--- config.mk ---
export PLATFORM = sky130hd
export DESIGN_NAME = mem_burst_reader
export DESIGN_NICKNAME = d
export VERILOG_FILES = /design/src/rtl/mem_burst_reader.sv
export SDC_FILE = /design/constraint.sdc
export NUM_CORES = 1
export LEC_CHECK = 0
export ABC_AREA = 1
export BUFFER_PORTS_ARGS = -buffer_cell sky130_fd_sc_hd__clkbuf_2
export CORE_ASPECT_RATIO = 1.75
export CORE_UTILIZATION = 41
export CTS_CLUSTER_DIAMETER = 50
export DETAILED_ROUTE_END_ITERATION = 7
export HOLD_SLACK_MARGIN = 0.15
export PLACE_DENSITY = 0.74
export SYNTH_ARGS = -nofsm -noshare
export SYNTH_HDL_FRONTEND = slang
export SYNTH_SLANG_ARGS = --single-unit
export TNS_END_PERCENT = 30
--- constraint.sdc ---
create_clock -name clk -period 6.8 [get_ports clk]
set_clock_uncertainty 0.05 [all_clocks]
set_input_delay 1.36 -clock clk [delete_from_list [all_inputs] [get_ports clk]]
set_output_delay 1.36 -clock clk [all_outputs]
set_load 0.03 [all_outputs]
--- src/rtl/mem_burst_reader.sv ---
// Burst read sequencer: issues len consecutive reads to a 1-cycle-latency memory
// and streams the returned words through a 2-entry FIFO on a valid/ready port.
module mem_burst_reader #(
  parameter int ADDR_WIDTH = 6,
  parameter int DATA_WIDTH = 32
) (
  input  logic                  clk,
  input  logic                  rst,
  input  logic                  start,
  input  logic [ADDR_WIDTH-1:0] base_addr,
  input  logic [ADDR_WIDTH:0]   len,
  output logic                  busy,
  output logic                  done,
  output logic                  mem_cen,
  output logic                  mem_wr_en,
  output logic [ADDR_WIDTH-1:0] mem_addr,
  input  logic [DATA_WIDTH-1:0] mem_rdata,
  output logic                  out_valid,
  input  logic                  out_ready,
  output logic [DATA_WIDTH-1:0] out_data
);

  typedef enum logic [1:0] {IDLE, READ, DRAIN} state_t;

  state_t                state, state_nx;
  logic [ADDR_WIDTH:0]   rem;
  logic                  inflight;
  logic [1:0]            count, count_nx;
  logic [DATA_WIDTH-1:0] tail;
  logic [2:0]            occ;
  logic                  pop, push, issue, finish, accept, empty_start;

  assign mem_wr_en = 1'b0;

  // mem_cen is decoded from registered state plus this cycle's pop so a slot
  // freed by the consumer can be reused immediately (1 word/cycle).
  always_comb begin
    pop         = out_valid & out_ready;
    push        = inflight;
    occ         = {1'b0, count} + {2'b0, inflight} - {2'b0, pop};
    issue       = (state == READ) && (occ <= 3'd1);
    mem_cen     = ~issue;
    finish      = (state == DRAIN) && pop && (count == 2'd1) && !inflight;
    accept      = (state == IDLE) && start && (len != '0);
    empty_start = (state == IDLE) && start && (len == '0);
    count_nx    = count + {1'b0, push} - {1'b0, pop};
  end

  always_comb begin
    state_nx = state;
    case (state)
      IDLE:    if (accept) state_nx = READ;
      READ:    if (issue && rem == 1) state_nx = DRAIN;
      DRAIN:   if (finish) state_nx = IDLE;
      default: state_nx = IDLE;
    endcase
  end

  always_ff @(posedge clk or posedge rst) begin
    if (rst) state <= IDLE;
    else     state <= state_nx;
  end

  always_ff @(posedge clk or posedge rst) begin
    if (rst) begin
      busy      <= 1'b0;
      done      <= 1'b0;
      mem_addr  <= '0;
      rem       <= '0;
      inflight  <= 1'b0;
      count     <= '0;
      out_valid <= 1'b0;
      out_data  <= '0;
      tail      <= '0;
    end else begin
      inflight <= issue;
      done     <= finish | empty_start;
      if (accept) begin
        mem_addr <= base_addr;
        rem      <= len;
        busy     <= 1'b1;
      end else if (issue) begin
        mem_addr <= mem_addr + 1'b1;
        rem      <= rem - 1'b1;
      end
      if (finish) busy <= 1'b0;

      // out_data is the FIFO head; tail holds the second entry.
      case ({push, pop})
        2'b10: begin
          if (count == 2'd0) out_data <= mem_rdata;
          else               tail     <= mem_rdata;
        end
        2'b01: out_data <= tail;
        2'b11: begin
          if (count == 2'd1) out_data <= mem_rdata;
          else begin
            out_data <= tail;
            tail     <= mem_rdata;
          end
        end
        default: ;
      endcase
      count     <= count_nx;
      out_valid <= (count_nx != 2'd0);
    end
  end

endmodule

==> results of run 1 <==
[synth_stat cells]
cell	instances	area (µm²)
nand2_1	195	732
dfrtp_1	85	2130
inv_1	76	285
nand3_1	75	375
o21ai_0	33	165
buf_2	15	75.1
nor2_1	11	41.3
clkbuf_1	6	22.5
inv_2	5	18.8
ha_1	4	50.1
or2_2	4	25.0
nand4_1	3	18.8
nor3_1	3	15.0
xnor2_1	3	26.3
buf_6	2	22.5
nand2_2	2	12.5
nand3b_1	2	15.0
o21bai_1	2	15.0
xor2_1	2	17.5
a21oi_1	1	5.00
a21oi_2	1	8.76
buf_4	1	7.51
conb_1	1	3.75
fa_1	1	20.0
nor3b_4	1	18.8
o21ai_1	1	5.00
o21ai_2	1	8.76
[sequential cells by signal, indices dropped and copies added, names as in the netlist]
| signal | cells |
|---|---|
| out_data | 32 |
| tail | 32 |
| rem | 7 |
| mem_addr | 6 |
| count | 2 |
| state | 2 |
| busy | 1 |
| done | 1 |
| inflight | 1 |
| out_valid | 1 |
[worst min-delay path by stage]
stage | to | slack (ps)
2_1_floorplan | tail[0] | 450
3_3_place_gp | out_data[8] | 410
3_5_place_dp | out_data[23] | 410
4_1_cts | out_data[25] | 430
5_1_grt | out_data[1] | 450
6_report | out_data[25] | 430
[routing by layer]
metal  wire [µm]  part of all wire
met3         430             0.045
met2        4980              0.52
met5           0                 0
met4         231             0.024
met1        3970              0.41
[logic make-up after synthesis]
kind of cell | Yosys count | share of synthesized area
AOI/OAI and AO/OA | 39 | 0.0502
xor gates and xnor gates | 5 | 0.0106
adders and majority gates | 5 | 0.0169
buffers and inverters | 105 | 0.104
DFF | 85 | 0.514
other | 1 | 0.000906
and+or+nand+nor | 296 | 0.303
[where the power goes]
part           switching, mW  total [mW]  internal [mW]
Clock                  0.202       0.524          0.322
Sequential             0.138       0.891          0.753
Combinational          0.776        1.12          0.339
[cells in the final DEF, fill, tap and decap left out, drive strengths merged]
cell type	synthesis	final
nor3	3	3
o21ai	35	35
clkinv	0	5
ha	4	4
xnor2	3	3
xor2	2	2
bufinv	0	2
nand3	75	75
fa	1	1
or2	4	4
nand3b	2	2
dfrtp	85	85
a21oi	2	2
nor3b	1	1
conb	1	1
nor2	11	11
buf	18	2
clkbuf	6	100
o21bai	2	2
inv	81	80
nand2	197	197
nand4	3	3
[tightest hold or removal path, delay by kind of cell (launching register included)]
| kind | cells | cell delay (ps) |
|---|---|---|
| and+or+nand+nor | 2 | 110 |
| DFF | 1 | 340 |
[cell type report]
class                           count  area share
Multi-Input combinational cell    346       0.320
Clock buffer                       10      0.0462
Inverter                           81      0.0616
Timing Repair Buffer               92      0.0939
Clock inverter                      6      0.0177
Sequential cell                    85       0.429
Tap cell                          125      0.0315
==> flow_summary.toml, run 1 <==
[status]
run_status = "finished clean"

[grt]
grt_overflow_total = 0
busiest_layer = "met2"
grt_pass1_vias = 3591
met1_usage = 0.226
grt_max_degree = 86
grtUsageMet2 = 0.354
grt_pass1_wl_mm = 16.4
grt_antenna_before_repair = 0
use_met3 = 0.0446
grt.total_usage = 0.199

[synth]
postSynthAreaPerCell_um2 = 7.72
synth_cell_types = 27
ys_warn_count = 0
syn_nets = 590
syn_area_um2 = 4140
ys_ff_latch = 85
netlist_instances = 536
synth_seq_area_share = 0.514

[clocking]
cts_hold_buf = 0
max-clock-path-buffers = 2
cts.sinks = 85
cts_root_buf = "clkbuf_16"
cts_setup_buffers = 0
cts.reportedPaths.clkPinSlew_ps = 60
h-tree-depth = 3
cts_tree = "done"
cts_buffers = 9
cts_resized = 0
clk-insertion-delay-late_ps = 340

[flow_run]
max_cap_violations = 0

[sta]
tns_ps = 0
slew_viol_final = 0
fin_ws_ps = 2200
rsz0062_at_grt = "false"
relSlewSlack = 0.266
holdWs_ps = 431
hold_viol = 0
finalSetupViolCount = 0
fin_crit_ps = 4600
fmax_mhz = 217
worstMarginPinSlew_ps = 1100
period_share = 0.676

[floorplanning]
dieArea_um2 = 10500
rows = 48
core_area_um2 = 9850
num_io_pins = 92
fp.dieH_um = 135
die_w_um = 77.9
start_util = 0.420

[setup_path]
start_kind = "input port"
r2r-end = "state[0]"
crit_family = "simple AND/OR/NAND/NOR gates"
path_buf_inv = 2
slowest_stage = "fa_1"
crit_end = "mem_cen"
worstSetupStartpoint = "out_ready"
reg2reg_slack_ps = 4080
reg2reg_from = "out_valid"
critPathKind = "in2out"
crit_fanout = 16
crit_chain = "clkbuf_2 -> nand2_1 -> or2_2 -> nand2_1 -> ha_1 -> fa_1 -> nor2_1 -> nand2_2 -> clkbuf_2"
cp-end-kind = "primary output"
path_depth = 9
cp.required_ps = 5390
reg2regPathDepth = 11
critPathArrivalTime_ps = 3190
max_stage_delay_ps = 450

[layout]
insertedDiodeCount = 0
seq_area_um2 = 2130
final_area_um2 = 4960
fillCellCount = 962
utilization = 0.503
multi_input_area_um2 = 1590
num-nets-final = 669
area_growth_pct = 19.8
finalNonFillerCells = 745
drive_above_1_share = 0.197

[detailed_routing]
routed_wl_mm = 9.61
vias = 3601
via_per_inst = 4.83
ant_nets = 0
drt-initial-drc-count = 191
drc = 0
routedWlPerCell_um = 12.9
firstDrtPassIters = 5

[power_and_ir_drop]
ir_drop_mv = 0.239
power_mw = 2.53
leakage_nw = 2.73
power_density_nw_per_um2 = 511

[placed_design]
io_buffers = 90
dpl.cell_count = 729
hpwl_mm = 6.30
place.gp.congestion = 0.853
place_area_um2 = 4640
pre_cts_slack_ps = 2180

[min_path]
hp-start = "out_data[25]"
min_path_cells = 2
min_path_type = "reg2reg"
Power figures use the tool's default switching activity.
==> inputs of run 2 (changes only) <==
==> constraint.sdc (replaced) <==
create_clock -name clk -period 4.6 [get_ports clk]
set_clock_uncertainty 0.05 [all_clocks]
set_input_delay 0.92 -clock clk [delete_from_list [all_inputs] [get_ports clk]]
set_output_delay 0.92 -clock clk [all_outputs]
set_load 0.03 [all_outputs]
==> run 2 against run 1 <==
Compared with the run above:
- critical path depth unchanged
- register-to-register slack worse by 2200 ps
- sequential share of layout area rose by 0.46 points
- first-iteration DRC count shrank 1.6%
- global-route usage fell by 0.73 points
- largest cell class unchanged
==> flow_summary.toml, run 2 (same netlist as run 1, synthesis figures left out) <==
[status]
run_status = "finished clean"

[sta]
holdWs_ps = 428
hold_viol = 0
fmax_mhz = 268
fin_crit_ps = 3730
finalSetupViolCount = 0
rsz0062_at_grt = "false"
slew_viol_final = 0
worstMarginPinSlew_ps = 1070
tns_ps = 0
fin_ws_ps = 873
relSlewSlack = 0.279
period_share = 0.810

[power_and_ir_drop]
clock_power_share = 0.181
p_sw_frac = 0.455
power_mw = 3.62
p_switching_mw = 1.65
ir_drop_mv = 0.454
leakage_nw = 2.70
p_int_mw = 1.98
p_seq_frac = 0.363
power_frac_comb = 0.456
power_density_nw_per_um2 = 739

[placed_design]
io_buffers = 90
place.gp.congestion = 0.849
hpwl_mm = 6.51
pre_cts_slack_ps = 861

[setup_path]
start_kind = "input port"
cp-end-kind = "primary output"
max_stage_delay_ps = 450
cp.required_ps = 3630
slowest_stage = "fa_1"
reg2reg_slack_ps = 1880
reg2reg_from = "out_valid"
critPathKind = "in2out"
critPathArrivalTime_ps = 2760
crit_chain = "clkbuf_2 -> nand2_1 -> or2_2 -> nand2_1 -> ha_1 -> fa_1 -> nor2_1 -> nand2_2 -> clkbuf_2"
reg2regPathDepth = 11
r2r-end = "state[0]"
crit_fanout = 16

[clocking]
h-tree-depth = 3
clk-insertion-delay-late_ps = 340
cts_resized = 0
cts_hold_buf = 0
cts.sinks = 85
cts.reportedPaths.clkPinSlew_ps = 60
cts_root_buf = "clkbuf_16"
max-clock-path-buffers = 2
cts_buffers = 9
cts_setup_buffers = 0
cts_tree = "done"

[floorplanning]
num_io_pins = 92
rows = 48
core_area_um2 = 9850
die_w_um = 77.9
fp.dieH_um = 135
start_util = 0.420
dieArea_um2 = 10500

[grt]
grt_overflow_total = 0
grt_max_degree = 65
grt_pass1_vias = 3657
grt_antenna_before_repair = 0
grt_pass1_wl_mm = 15.7
grt.total_usage = 0.191

[layout]
final_common_cell = "nand2_1"
num-nets-final = 669
area_growth_pct = 18.5
final_cell_mix = "nand2_1, clkbuf_2, dfrtp_1"
largestRegisters = "out_data x32, tail x32, rem x7"
insertedDiodeCount = 0
utilization = 0.498
drive_above_1_share = 0.197

[flow_run]
max_cap_violations = 0

[detailed_routing]
vias = 3654
routed_wl_mm = 9.47
routedWlPerCell_um = 12.7
drc = 0
via_per_inst = 4.91
firstDrtPassIters = 5
drt-initial-drc-count = 188
ant_nets = 0

[min_path]
hp-start = "out_data[25]"
min_path_type = "reg2reg"
min_path_cells = 2
hold_end = "out_data[25]"
## run 2: critical path, delay by kind of cell
kind / cells / cell delay (ps)
adders and majority gates: 2 / 600
buffers and inverters: 2 / 330
and+or+nand+nor: 5 / 900
## run 2: per-layer routing
metal | vias to the layer above | GRT usage | wire, µm
met3 | 23 | 0.0432 | 513
met5 | - | 0 | 0
met4 | 0 | 0.110 | 327
met1 | 1716 | 0.195 | 3710
met2 | 109 | 0.353 | 4920
li1 | 1806 | - | -
## run 2: worst max path at each step
| stage | end | cells after the start | from |
|---|---|---|---|
| floorplan | mem_cen | 8 | out_ready |
| global placement | mem_cen | 9 | out_ready |
| detailed placement | mem_cen | 9 | out_ready |
| CTS | mem_cen | 9 | out_ready |
| global route | mem_cen | 9 | out_ready |
| finish | mem_cen | 9 | out_ready |
## run 2: through the flow
stage | cell area (µm²) | instances
2_1_floorplan | 4140 | 536
3_3_place_gp | 4640 | 729
3_5_place_dp | 4640 | 729
4_1_cts | 4900 | 744
5_1_grt | 4900 | 744
6_report | 4900 | 744
## run 2: power by group through the flow
| stage | registers (mW) | clock network [mW] | logic, mW |
|---|---|---|---|
| after floorplan | 1.64 | 0 | 0.920 |
| after global placement | 1.31 | 0 | 1.61 |
| after detailed placement | 1.33 | 0 | 1.66 |
| after CTS | 1.32 | 0.670 | 1.67 |
| after global routing | 1.36 | 0.692 | 1.85 |
| final | 1.32 | 0.655 | 1.65 |
## run 2: cell type report
class / count / area, µm²
Clock buffer: 9 / 225
Tap cell: 125 / 156
Multi-Input combinational cell: 346 / 1590
Fill cell: 962 / 4940
Clock inverter: 6 / 38.8
Sequential cell: 85 / 2130
Inverter: 81 / 305
Timing Repair Buffer: 92 / 465
